**src/rtl/rat_io_pkg.sv**
```systemverilog
// ============================================================================
//  Module      : rat_io_pkg
//  Description : Port-ID map for the RAT MCU I/O bus. These values are
//                mirrored in the firmware header; change both together.
//  Contents    : PORT_* localparams, one per mapped I/O port.
//  Revision    : 1.0 - initial release
// ============================================================================
`default_nettype none

package rat_io_pkg;

  localparam logic [7:0] PORT_SW       = 8'h20;  // R   : synchronized switches
  localparam logic [7:0] PORT_BTN      = 8'h24;  // R   : debounced button levels
  localparam logic [7:0] PORT_INT_STAT = 8'h30;  // R   : interrupt pending bits
  localparam logic [7:0] PORT_INT_MASK = 8'h31;  // R/W : interrupt enable mask
  localparam logic [7:0] PORT_INT_CLR  = 8'h32;  // W   : write-1-to-clear pending
  localparam logic [7:0] PORT_LEDS     = 8'h40;  // R/W : LED register
  localparam logic [7:0] PORT_SSD      = 8'h81;  // R/W : 7-segment display value

endpackage : rat_io_pkg

`default_nettype wire

```
**src/rtl/btn_debounce.sv**
```systemverilog
// ============================================================================
//  Module      : btn_debounce
//  Description : One push-button channel: 2-flop synchronizer, stability
//                counter and accepted (stable) level. Raises a one-cycle
//                press indication during the cycle whose closing edge moves
//                the stable level from 0 to 1.
//  Ports       : clk, reset (sync, active-high)
//                btn_raw  - asynchronous raw button input
//                level    - debounced button level
//                press    - high in the cycle before stable goes 0->1
//  Revision    : 1.0 - initial release
// ============================================================================
`default_nettype none

module btn_debounce #(
  parameter int DEBOUNCE_CYC = 500000
) (
  input  logic clk,
  input  logic reset,
  input  logic btn_raw,
  output logic level,
  output logic press
);

  import rat_io_pkg::*;

  localparam int               CNT_W    = (DEBOUNCE_CYC > 1) ? $clog2(DEBOUNCE_CYC) : 1;
  localparam logic [CNT_W-1:0] CNT_LAST = CNT_W'(DEBOUNCE_CYC - 1);

  logic             sync1_q, sync1_d;
  logic             sync2_q, sync2_d;
  logic             stable_q, stable_d;
  logic [CNT_W-1:0] cnt_q, cnt_d;

  // The counter only advances while the synchronized input disagrees with
  // the accepted level and is reset the moment they agree, so it can never
  // exceed CNT_LAST and needs no wrap protection.
  always_comb begin
    sync1_d  = btn_raw;
    sync2_d  = sync1_q;
    stable_d = stable_q;
    cnt_d    = '0;
    press    = 1'b0;
    if (sync2_q != stable_q) begin
      if (cnt_q == CNT_LAST) begin
        stable_d = sync2_q;
        press    = sync2_q;   // only a 0->1 acceptance is a press
      end else begin
        cnt_d = cnt_q + CNT_W'(1);
      end
    end
  end

  always_ff @(posedge clk) begin
    if (reset) begin
      sync1_q  <= 1'b0;
      sync2_q  <= 1'b0;
      stable_q <= 1'b0;
      cnt_q    <= '0;
    end else begin
      sync1_q  <= sync1_d;
      sync2_q  <= sync2_d;
      stable_q <= stable_d;
      cnt_q    <= cnt_d;
    end
  end

  assign level = stable_q;

endmodule : btn_debounce

`default_nettype wire

```
**src/rtl/io_port_responder.sv**
```systemverilog
// ============================================================================
//  Module      : io_port_responder
//  Description : Peripheral end of the RAT MCU IN/OUT bus. Holds the LED,
//                7-seg and interrupt-mask registers, serves combinational
//                IN reads, and turns debounced button presses into a level
//                interrupt cleared by write-1-to-clear.
//  Ports       : clk, reset (sync, active-high)
//                port_id[7:0], out_port[7:0], io_strb - MCU OUT interface
//                in_port[7:0]                         - MCU IN data (comb.)
//                switches[7:0], buttons[NUM_BTN-1:0]  - asynchronous inputs
//                leds[7:0], ssd_val[7:0]              - board registers
//                interrupt                            - registered level
//  Revision    : 1.0 - initial release
// ============================================================================
`default_nettype none

module io_port_responder #(
  parameter int NUM_BTN      = 4,
  parameter int DEBOUNCE_CYC = 500000
) (
  input  logic               clk,
  input  logic               reset,
  input  logic [7:0]         port_id,
  input  logic [7:0]         out_port,
  input  logic               io_strb,
  output logic [7:0]         in_port,
  input  logic [7:0]         switches,
  input  logic [NUM_BTN-1:0] buttons,
  output logic [7:0]         leds,
  output logic [7:0]         ssd_val,
  output logic               interrupt
);

  import rat_io_pkg::*;

  logic [7:0]         leds_q, leds_d;
  logic [7:0]         ssd_q, ssd_d;
  logic [7:0]         mask_q, mask_d;
  logic [NUM_BTN-1:0] pend_q, pend_d;
  logic               irq_q, irq_d;
  logic [7:0]         sw_s1_q, sw_s1_d;
  logic [7:0]         sw_s2_q, sw_s2_d;

  logic [NUM_BTN-1:0] btn_level;
  logic [NUM_BTN-1:0] btn_press;
  logic [7:0]         btn_ext;
  logic [7:0]         pend_ext;

  for (genvar i = 0; i < NUM_BTN; i++) begin : g_btn
    btn_debounce #(
      .DEBOUNCE_CYC (DEBOUNCE_CYC)
    ) u_btn_debounce (
      .clk     (clk),
      .reset   (reset),
      .btn_raw (buttons[i]),
      .level   (btn_level[i]),
      .press   (btn_press[i])
    );
  end

  // Register writes, pending update and interrupt level.
  always_comb begin
    leds_d  = leds_q;
    ssd_d   = ssd_q;
    mask_d  = mask_q;
    pend_d  = pend_q | btn_press;
    sw_s1_d = switches;
    sw_s2_d = sw_s1_q;
    if (io_strb) begin
      case (port_id)
        PORT_LEDS:     leds_d = out_port;
        PORT_SSD:      ssd_d  = out_port;
        PORT_INT_MASK: mask_d = out_port;
        // Clear first, then OR in new presses so a same-edge press wins.
        PORT_INT_CLR:  pend_d = (pend_q & ~out_port[NUM_BTN-1:0]) | btn_press;
        default:       ;
      endcase
    end
    irq_d = |(pend_q & mask_q[NUM_BTN-1:0]);
  end

  always_ff @(posedge clk) begin
    if (reset) begin
      leds_q  <= '0;
      ssd_q   <= '0;
      mask_q  <= '0;
      pend_q  <= '0;
      irq_q   <= 1'b0;
      sw_s1_q <= '0;
      sw_s2_q <= '0;
    end else begin
      leds_q  <= leds_d;
      ssd_q   <= ssd_d;
      mask_q  <= mask_d;
      pend_q  <= pend_d;
      irq_q   <= irq_d;
      sw_s1_q <= sw_s1_d;
      sw_s2_q <= sw_s2_d;
    end
  end

  // Zero-extend the per-button vectors to the 8-bit bus.
  always_comb begin
    btn_ext                = '0;
    pend_ext               = '0;
    btn_ext[NUM_BTN-1:0]  = btn_level;
    pend_ext[NUM_BTN-1:0] = pend_q;
  end

  // IN read mux: purely combinational so the CU captures it in EXEC.
  always_comb begin
    in_port = '0;
    case (port_id)
      PORT_SW:       in_port = sw_s2_q;
      PORT_BTN:      in_port = btn_ext;
      PORT_INT_STAT: in_port = pend_ext;
      PORT_INT_MASK: in_port = mask_q;
      PORT_LEDS:     in_port = leds_q;
      PORT_SSD:      in_port = ssd_q;
      default:       in_port = '0;
    endcase
  end

  assign leds      = leds_q;
  assign ssd_val   = ssd_q;
  assign interrupt = irq_q;

endmodule : io_port_responder

`default_nettype wire

```
**config.mk**
```make
export PLATFORM = sky130hd
export DESIGN_NAME = io_port_responder
export DESIGN_NICKNAME = d
export VERILOG_FILES = /design/src/rtl/rat_io_pkg.sv /design/src/rtl/btn_debounce.sv /design/src/rtl/io_port_responder.sv
export SDC_FILE = /design/constraint.sdc
export NUM_CORES = 1
export LEC_CHECK = 0
export CELL_PAD_IN_SITES_DETAIL_PLACEMENT = 2
export CELL_PAD_IN_SITES_GLOBAL_PLACEMENT = 2
export CORE_ASPECT_RATIO = 0.6
export CORE_UTILIZATION = 35
export CTS_CLUSTER_DIAMETER = 40
export DETAILED_ROUTE_END_ITERATION = 10
export GPL_TIMING_DRIVEN = 1
export HOLD_SLACK_MARGIN = 0.08
export PLACE_DENSITY = 0.8
export SYNTH_ARGS = -nofsm -noshare
export SYNTH_HDL_FRONTEND = slang
export SYNTH_SLANG_ARGS = --single-unit
```
**constraint.sdc**
```tcl
create_clock -name clk -period 2.5 [get_ports clk]
set_clock_uncertainty 0.2 [all_clocks]
set_input_delay 0.375 -clock clk [delete_from_list [all_inputs] [get_ports clk]]
set_output_delay 0.375 -clock clk [all_outputs]
set_load 0.05 [all_outputs]
```
# After elaboration in Yosys (flattened, before gate mapping)
# Cells that the tools add are included.
classes:
  n_addsub: 4
  n_mul: 0
  n_div: 0
  magnitude_cmp: 0
  n_eq_ne: 15
  n_shift: 0
  n_mux: 11
  n_bitwise: 9
  n_reduce_logical: 12
ops:
  columns: ["operator", "count"]
  rows:
  - ["19-bit by 1-bit adder with 19-bit output (second input constant)", 4]
  - ["19-bit == test (second input constant)", 4]
  - ["8-bit one-hot mux with 6 select lines", 1]
  - ["8-bit by 6-bit == test with 1-bit output (second input constant)", 5]
  - ["2-bit AND reduction", 7]
  - ["3-bit OR reduction", 4]
  - ["4-bit AND", 2]
  - ["8-bit by 7-bit == test with 1-bit output (second input constant)", 1]
  - ["8-bit == test (second input constant)", 1]
  - ["1-bit two-way mux", 8]
  - ["4-bit two-way mux", 2]
  - ["4-bit OR", 2]
  - ["1-bit inequality test", 4]
  - ["1-bit NOT", 4]
  - ["4-bit NOT", 1]
  - ["4-bit OR reduction", 1]
totals:
  ff_bits: 133
  latch_bits: 0
  ramBits: 0
  rom_bits: 0
  output_inout_bits: 25
  elab_cells: 74
  memories: 0

# Logic depth before layout (Yosys ltp)
# Gate-level depths: netlist (run 1).
depth:
  depth_word: 6
  ltp_mapped: 7
  depth_no_buf: 5

# Cells and area by module
# Synthesis (run 1) repeated with hierarchy kept, for this count alone.
unflattened:
  cells_unflattened: 645
  area_unflattened_um2: 5838.1
modules_own_cells:
  columns: ["mod", "n_inst", "cells_each", "area_per_inst_um2"]
  rows:
  - ["btn_debounce", 4, 111, 984.7]
  - ["io_port_responder", 1, 201, 1899.3]

# Worst setup path after synthesis (run 1)
# OpenSTA, ideal clock, no wires.
synth_timing:
  path_kind: "input port to output port"
  startpoint: "in port_id[2]"
  endpoint: "out in_port[3]"
  arrival_ns: 2.277
  required_ns: 1.925
  slack_ns: -0.352
  stages: 4
  path_buffers: 2
  path_cell_list: "buf_2 -> or4b_1 -> clkbuf_1 -> o21ai_0"
synth_between:
  elab_chain_cells: 2
  elab_cells_between_ends: 7
  cone_classes: "eq/ne: 6; mux: 1"
synth_rtl:
  columns: ["element", "line_no", "text"]
  rows:
  - ["start, declared", "io_port_responder.sv:23", "input logic [7:0] port_id,"]
  - ["8-bit == test (tied with other cells)", "io_port_responder.sv:113", "case (port_id)"]
  - ["8-bit one-hot mux with 6 select lines *", "io_port_responder.sv:113", null]
  - ["end, declared", "io_port_responder.sv:26", "output logic [7:0] in_port,"]
# Every way passes the cells marked *; elsewhere a longest branch is shown, timed or not.

# Final worst setup path (run 1)
layout_timing:
  startpoint: "in port_id[4]"
  endpoint: "out in_port[0]"
# Same word-level chain as after synthesis.

==> results of run 1 <==
## per-stage QoR
| step | worst slack, ps | cell area [µm²] | cells |
|---|---|---|---|
| 4_1_cts | 2.44 | 7370 | 927 |
| 2_1_floorplan | 29.1 | 5690 | 621 |
| 3_3_place_gp | -253 | 6740 | 894 |
| 6_report | 25.6 | 7370 | 928 |
| 3_5_place_dp | -358 | 6740 | 894 |
| 5_1_grt | 9.80 | 7370 | 928 |
## area by class of cell
| class | instances | area share [%] |
|---|---|---|
| sequential | 133 | 36.1 |
| multi-input combinational | 449 | 39.9 |
| timing repair buffer | 94 | 12.0 |
| clock buffer | 19 | 6.01 |
| inverter | 20 | 1.02 |
| tap | 203 | 3.44 |
| clock inverter | 10 | 1.49 |
## layout by cell type (no fill, tap or decap), drive strengths merged, types with 3 or more instances in the layout
cell type	netlist	layout
dfxtp	133	133
nor2	99	99
buf	10	49
clkdlybuf4s50	0	38
xnor2	33	33
nand3	31	31
a21oi	28	28
nor2b	26	26
mux2i	25	25
clkbuf	9	25
nand2	21	21
xor2	20	20
inv	20	20
nand4	20	20
o21ai	19	19
or4	16	16
or3	15	15
nor4	13	13
a22oi	10	10
o31ai	9	9
a221o	7	7
nor3	7	7
nor4b	7	7
and4	6	6
ha	4	4
clkinvlp	0	4
clkinv	0	4
a22o	3	3
mux2	3	3
nand2b	3	3
and3	3	3
## worst max path at each step
stage / to / slack [ps] / cells after the start
6_report: in_port[0] / 30 / 8
2_1_floorplan: in_port[3] / 30 / 4
3_3_place_gp: in_port[7] / -250 / 7
4_1_cts: in_port[0] / 2 / 8
5_1_grt: in_port[0] / 10 / 8
3_5_place_dp: in_port[0] / -360 / 6
## worst register-to-register path: stages (launching register included)
cell and delay [ps]:
dfxtp_1 380, ha_1 250, and4_1 310, nand4_1 310
or4_1 550, a21oi_1 170
## kinds of logic (layout without fill, tap and decap cells)
kind of cell	after synthesis	after routing	share of synthesized area [%]
and+or+nand+nor	282	282	27.0
xor gates and xnor gates	53	53	8.15
AOI/OAI and AO/OA	82	82	9.34
muxes	28	28	4.99
buffers and inverters	39	143	2.84
adders and majority gates	4	4	0.879
DFF	133	133	46.8
## power by group through the flow
stage          Sequential [mW]  Clock (mW)  Combinational, mW
2_1_floorplan             2.19           0             0.0568
3_3_place_gp              2.19           0              0.152
3_5_place_dp              2.20           0              0.160
4_1_cts                   2.15        2.46              0.173
5_1_grt                   2.15        2.56              0.187
6_report                  2.15        2.43              0.176
## sequential cells by signal, summed over array words and instances, names as in the netlist
name and cells:
g_btn.u_btn_debounce.cnt_q 76, g_btn.u_btn_debounce.level 4, g_btn.u_btn_debounce.sync1_q 4, g_btn.u_btn_debounce.sync2_q 4
interrupt 1, leds 8, mask_q 8, pend_q 4
ssd_val 8, sw_s1_q 8, sw_s2_q 8
## layer usage
layer / global-route usage [%] / routed length, µm / part of all wire, % / up-vias
met2: 42.1 / 9520 / 48 / 130
met5: 0 / 0 / 0 / -
met3: 5.26 / 789 / 4.0 / 32
li1: - / - / - / 2392
met4: 11.6 / 394 / 2.0 / 0
met1: 31.0 / 9090 / 46 / 2596
## timing repair
action,CTS,global route
cloned,2,0
resized for setup,34,12
setup endpoints to repair,8,8
pin swaps,6,4
buffers inserted,2,1
==> flow_summary.toml, run 1 <==
[worst_setup_path]
crit_top_cell = "buf_4"
cp_top_family = "buffers and inverters"
rr_worst_depth = 5
crit_type = "in -> out"
crit_path_start_kind = "input pin"
critPathSlowestCell = "nor4b_4"
setup.worst_path.start = "port_id[4]"
crit_path_end_kind = "output port"
path_buf_inv = 4
regToRegEndpoint = "pend_q[2]$_SDFF_PP0_"
cp_cell_sequence = "clkdlybuf4s15_2, buf_4, nor4b_4, buf_4, a22oi_1, nor2_2, a221o_1, buf_12"
regToRegSetupSlack_ps = 240
required_ps = 1920
r2r-start = "g_btn[2].u_btn_debounce.cnt_q[0]$_SDFF_PP0_"
max_stage_delay_ps = 300
cp_max_fo = 5
arrival_ps = 1900

[run_status]
status = "finished clean"

[grt]
grt_max_degree = 22
globalRoute.totalOverflow = 0
grt_use_total_pct = 25.0
grt_pass1_vias = 5713
antenna_found_initial = 0
grt_pass1_wl_mm = 32.1

[power]
p_leak_nw = 2.59
p_switching_mw = 1.07
p_sw_share_pct = 22.5
peakVddDrop_v = 0.000466
p_per_area_nw_per_um2 = 646
p_total_mw = 4.76
power_frac_seq_pct = 45.2
clock_power_share_pct = 51.1
power.internal_mw = 3.69
power_frac_comb_pct = 3.7

[final_layout]
drive_gt1_share_pct = 14.9
multiInputGateArea_um2 = 2940
fillCellCount = 1623
n_antenna_cell = 0
ff_latch_area_um2 = 2660
nNetsFinal = 750
area_growth_syn_to_layout_pct = 29.5
final_core_util_pct = 47.2

[timing]
hold_violations = 0
holdWs_ps = 186
slew_headroom_pct = 63.9
fmax_mhz = 404
worst_pin_slew_ps = 540
rsz0062_at_grt = "no"
post-route-period-util_pct = 99.0
fin_setup_tns_ps = 0
drv_slew = 0
layout_min_cycle_time_ps = 2470
setup_viol = 0

[cts]
ctsHoldBuffers = 0
numCtsBuffers = 17
clk_pin_slew_worst_paths_ps = 50
clock-sinks = 133
root_buffer = "clkbuf_16"
insertion_delay_ps = 430
htree_num_levels = 4
clk_path_buf_depth = 2
cts_tree = "yes"

[flow_run]
cap_violations = 0

[drt]
antenna_left = 0
drt_iter0_drc = 272
vias = 5150
vias_per_cell = 5.55
drc = 0
wire_per_inst_um = 21.3
finalWirelength_mm = 19.8
firstDrtPassIters = 4

[floorplan]
dieArea_um2 = 16800
die_h_um = 101
rows = 35
die_x_um = 167
io_pins = 56
coreArea_um2 = 15600
start_util_pct = 36.4

[min_path]
min_path_cells = 2
hold_path_class = "in -> reg"
min_to = "mask_q[1]$_SDFFE_PP0P_"
worstHoldStart = "reset"

[synth]
syn_inst = 621
ys_types = 48
yosys_warnings = 0
synth-main-ff-cell = "dfxtp_1"
synth_area_um2 = 5690
syn_avg_cell_area_um2 = 9.17
synth_top_area_cell = "dfxtp_1"
async_flop_share_pct = 0
yosys_register_bits = 133
yosysMostFrequentCell = "dfxtp_1"
synth_edf_count = 0
syn-num-nets = 656
synth.area.top_cells = "dfxtp_1 (47%), nor2_1 (6.5%), xnor2_1 (5.1%)"
synth_commonest_cells = "dfxtp_1 (133), nor2_1 (99), xnor2_1 (33)"
yosysTopAreaCellShare_pct = 46.8
ys_seq_area_share_pct = 46.8

[placement]
io_buffers = 55
place.gp.congestion = 0.883
hpwl_mm = 12.6
Power figures use the tool's default switching activity.
==> run 2: changes to the inputs <==
--- a/config.mk
+++ b/config.mk
@@ -8,9 +8,10 @@
 export CELL_PAD_IN_SITES_DETAIL_PLACEMENT = 2
 export CELL_PAD_IN_SITES_GLOBAL_PLACEMENT = 2
 export CORE_ASPECT_RATIO = 0.6
-export CORE_UTILIZATION = 35
+export CORE_UTILIZATION = 39
 export CTS_CLUSTER_DIAMETER = 40
 export DETAILED_ROUTE_END_ITERATION = 10
+export DONT_BUFFER_PORTS = 1
 export GPL_TIMING_DRIVEN = 1
 export HOLD_SLACK_MARGIN = 0.08
 export PLACE_DENSITY = 0.8
==> flow_summary.toml, run 2 (synthesized netlist as in run 1, its figures left out) <==
[grt]
grt_pass1_vias = 5796
antenna_found_initial = 0
grt_max_degree = 60
grt_pass1_wl_mm = 34.8
grt_use_total_pct = 31.6
globalRoute.totalOverflow = 0

[power]
power.internal_mw = 3.77
power_frac_comb_pct = 2.4
p_leak_nw = 2.47
p_per_area_nw_per_um2 = 702
power_frac_seq_pct = 43.5
p_switching_mw = 1.17
p_sw_share_pct = 23.7
clock_power_share_pct = 54.1
peakVddDrop_v = 0.000395

[final_layout]
area_growth_syn_to_layout_pct = 23.8
nNetsFinal = 711
drive_gt1_share_pct = 11.5
mostFrequentLayoutCell = "dfxtp_1"
n_antenna_cell = 0
mostFrequentLayoutCells = "dfxtp_1 (133), nor2_1 (99), xnor2_1 (33)"
largest_register_ffs = 76
stdcell_count = 881
regMostFlops = "g_btn.u_btn_debounce.cnt_q"

[cts]
clock-sinks = 133
clk_path_buf_depth = 2
clk_pin_slew_worst_paths_ps = 70
cts_tree = "yes"
root_buffer = "clkbuf_16"
numCtsBuffers = 17
htree_num_levels = 4
insertion_delay_ps = 430

[timing]
fin_setup_tns_ps = 0
slew_headroom_pct = 44.6
fmax_mhz = 403
setup_viol = 0
layout_min_cycle_time_ps = 2480
rsz0062_at_grt = "no"
worst_pin_slew_ps = 819
post-route-period-util_pct = 99.3
drv_slew = 0
hold_violations = 0

[worst_setup_path]
cp_max_fo = 5
crit_path_end_kind = "output port"
required_ps = 1920
crit_path_start_kind = "input pin"
crit_type = "in -> out"
arrival_ps = 1910

[drt]
finalWirelength_mm = 22.5
antenna_left = 0
vias = 5187
wire_per_inst_um = 25.5
firstDrtPassIters = 4
drt_iter0_drc = 226
vias_per_cell = 5.89
drc = 0

[placement]
dp.cells = 827
io_buffers = 0
hpwl_mm = 12.1
place.gp.congestion = 0.807

[run_status]
status = "finished clean"

[floorplan]
rows = 33
start_util_pct = 40.8
die_x_um = 158
dieArea_um2 = 15100
io_pins = 56
coreArea_um2 = 14000
die_h_um = 95.6

[flow_run]
cap_violations = 0

[min_path]
hold_path_class = "in -> reg"
[run 2: cell types whose count changed in the layout (fill, tap and decap cells not counted), moves of 2 or more]
cell             before  now
clkbuf_2              5    0
clkdlybuf4s50_1      38    0
or4_4                 2    0
clkinv_2              4    2
clkinv_4              0    4
buf_2                 5    0
inv_6                 0    3
dlygate4sd3_1         0   21
clkinvlp_4            4    2
or4_1                14   16
buf_4                36   25
nor2_1               97   99
[run 2: area by class of cell]
type,count,area [µm²]
fillers,1446,6910
multi-input cells,449,2880
flip-flops and latches,133,2660
repair buffers,55,586
clock buffers,18,429
well taps,192,240
clock inverters,14,176
inverters,20,75.1
[run 2: power groups by stage]
stage / sequential (mW) / combinational [mW] / clock, mW
after CTS: 2.15 / 0.116 / 2.66
after global placement: 2.19 / 0.0604 / 0
after floorplan: 2.19 / 0.0568 / 0
after global routing: 2.15 / 0.128 / 2.79
after detailed placement: 2.20 / 0.0640 / 0
final: 2.15 / 0.121 / 2.67
[run 2: worst paths after layout]
kind / from / to / slack, ps / cells after the start
setup reg to reg: g_btn[1].u_btn_debounce.cnt_q[0]$_SDFF_PP0_ / pend_q[1]$_SDFF_PP0_ / 60 / 5
hold / removal: reset / ssd_val[6]$_SDFFE_PP0P_ / 80 / 2
hold reg to reg: g_btn[3].u_btn_debounce.cnt_q[0]$_SDFF_PP0_ / g_btn[3].u_btn_debounce.cnt_q[0]$_SDFF_PP0_ / 240 / 1
setup / recovery: port_id[1] / in_port[3] / 20 / 6
[run 2: worst max-delay path: stages]
cell	delay, ps
or4_1	600
nor2_1	230
buf_4	190
a32oi_1	130
o21ai_1	150
buf_4	230
[run 2: metal layers]
layer  track usage [%]  share of wire (%)  up-vias
met2              56.2                 51      139
met4              12.1                2.2        0
met1              37.2                 43     2678
li1                  -                  -     2327
met5                 0                  0        -
met3              7.45                4.2       43
[run 2: what timing repair did]
| item | in CTS | in global routing |
|---|---|---|
| setup buffers | 0 | 0 |
| resized for setup | 1 | 1 |
| hold buffers | 22 | 0 |
| endpoints found under the setup margin | 4 | 2 |
| hold endpoints to repair | 61 | 0 |
[run 2: per-stage QoR]
step                total power [mW]  instance area, µm²  hold slack (ps)  utilization, %  setup WS, ps
global route                    5.07                7050             97.3            50.5          3.37
global placement                2.26                6190              220            44.4          57.1
detailed placement              2.26                6190              237            44.4          19.9
CTS                             4.92                7040             82.3            50.4          88.9
finish                          4.95                7050             81.5            50.5          18.7
floorplan                       2.25                5690              213               -          29.1
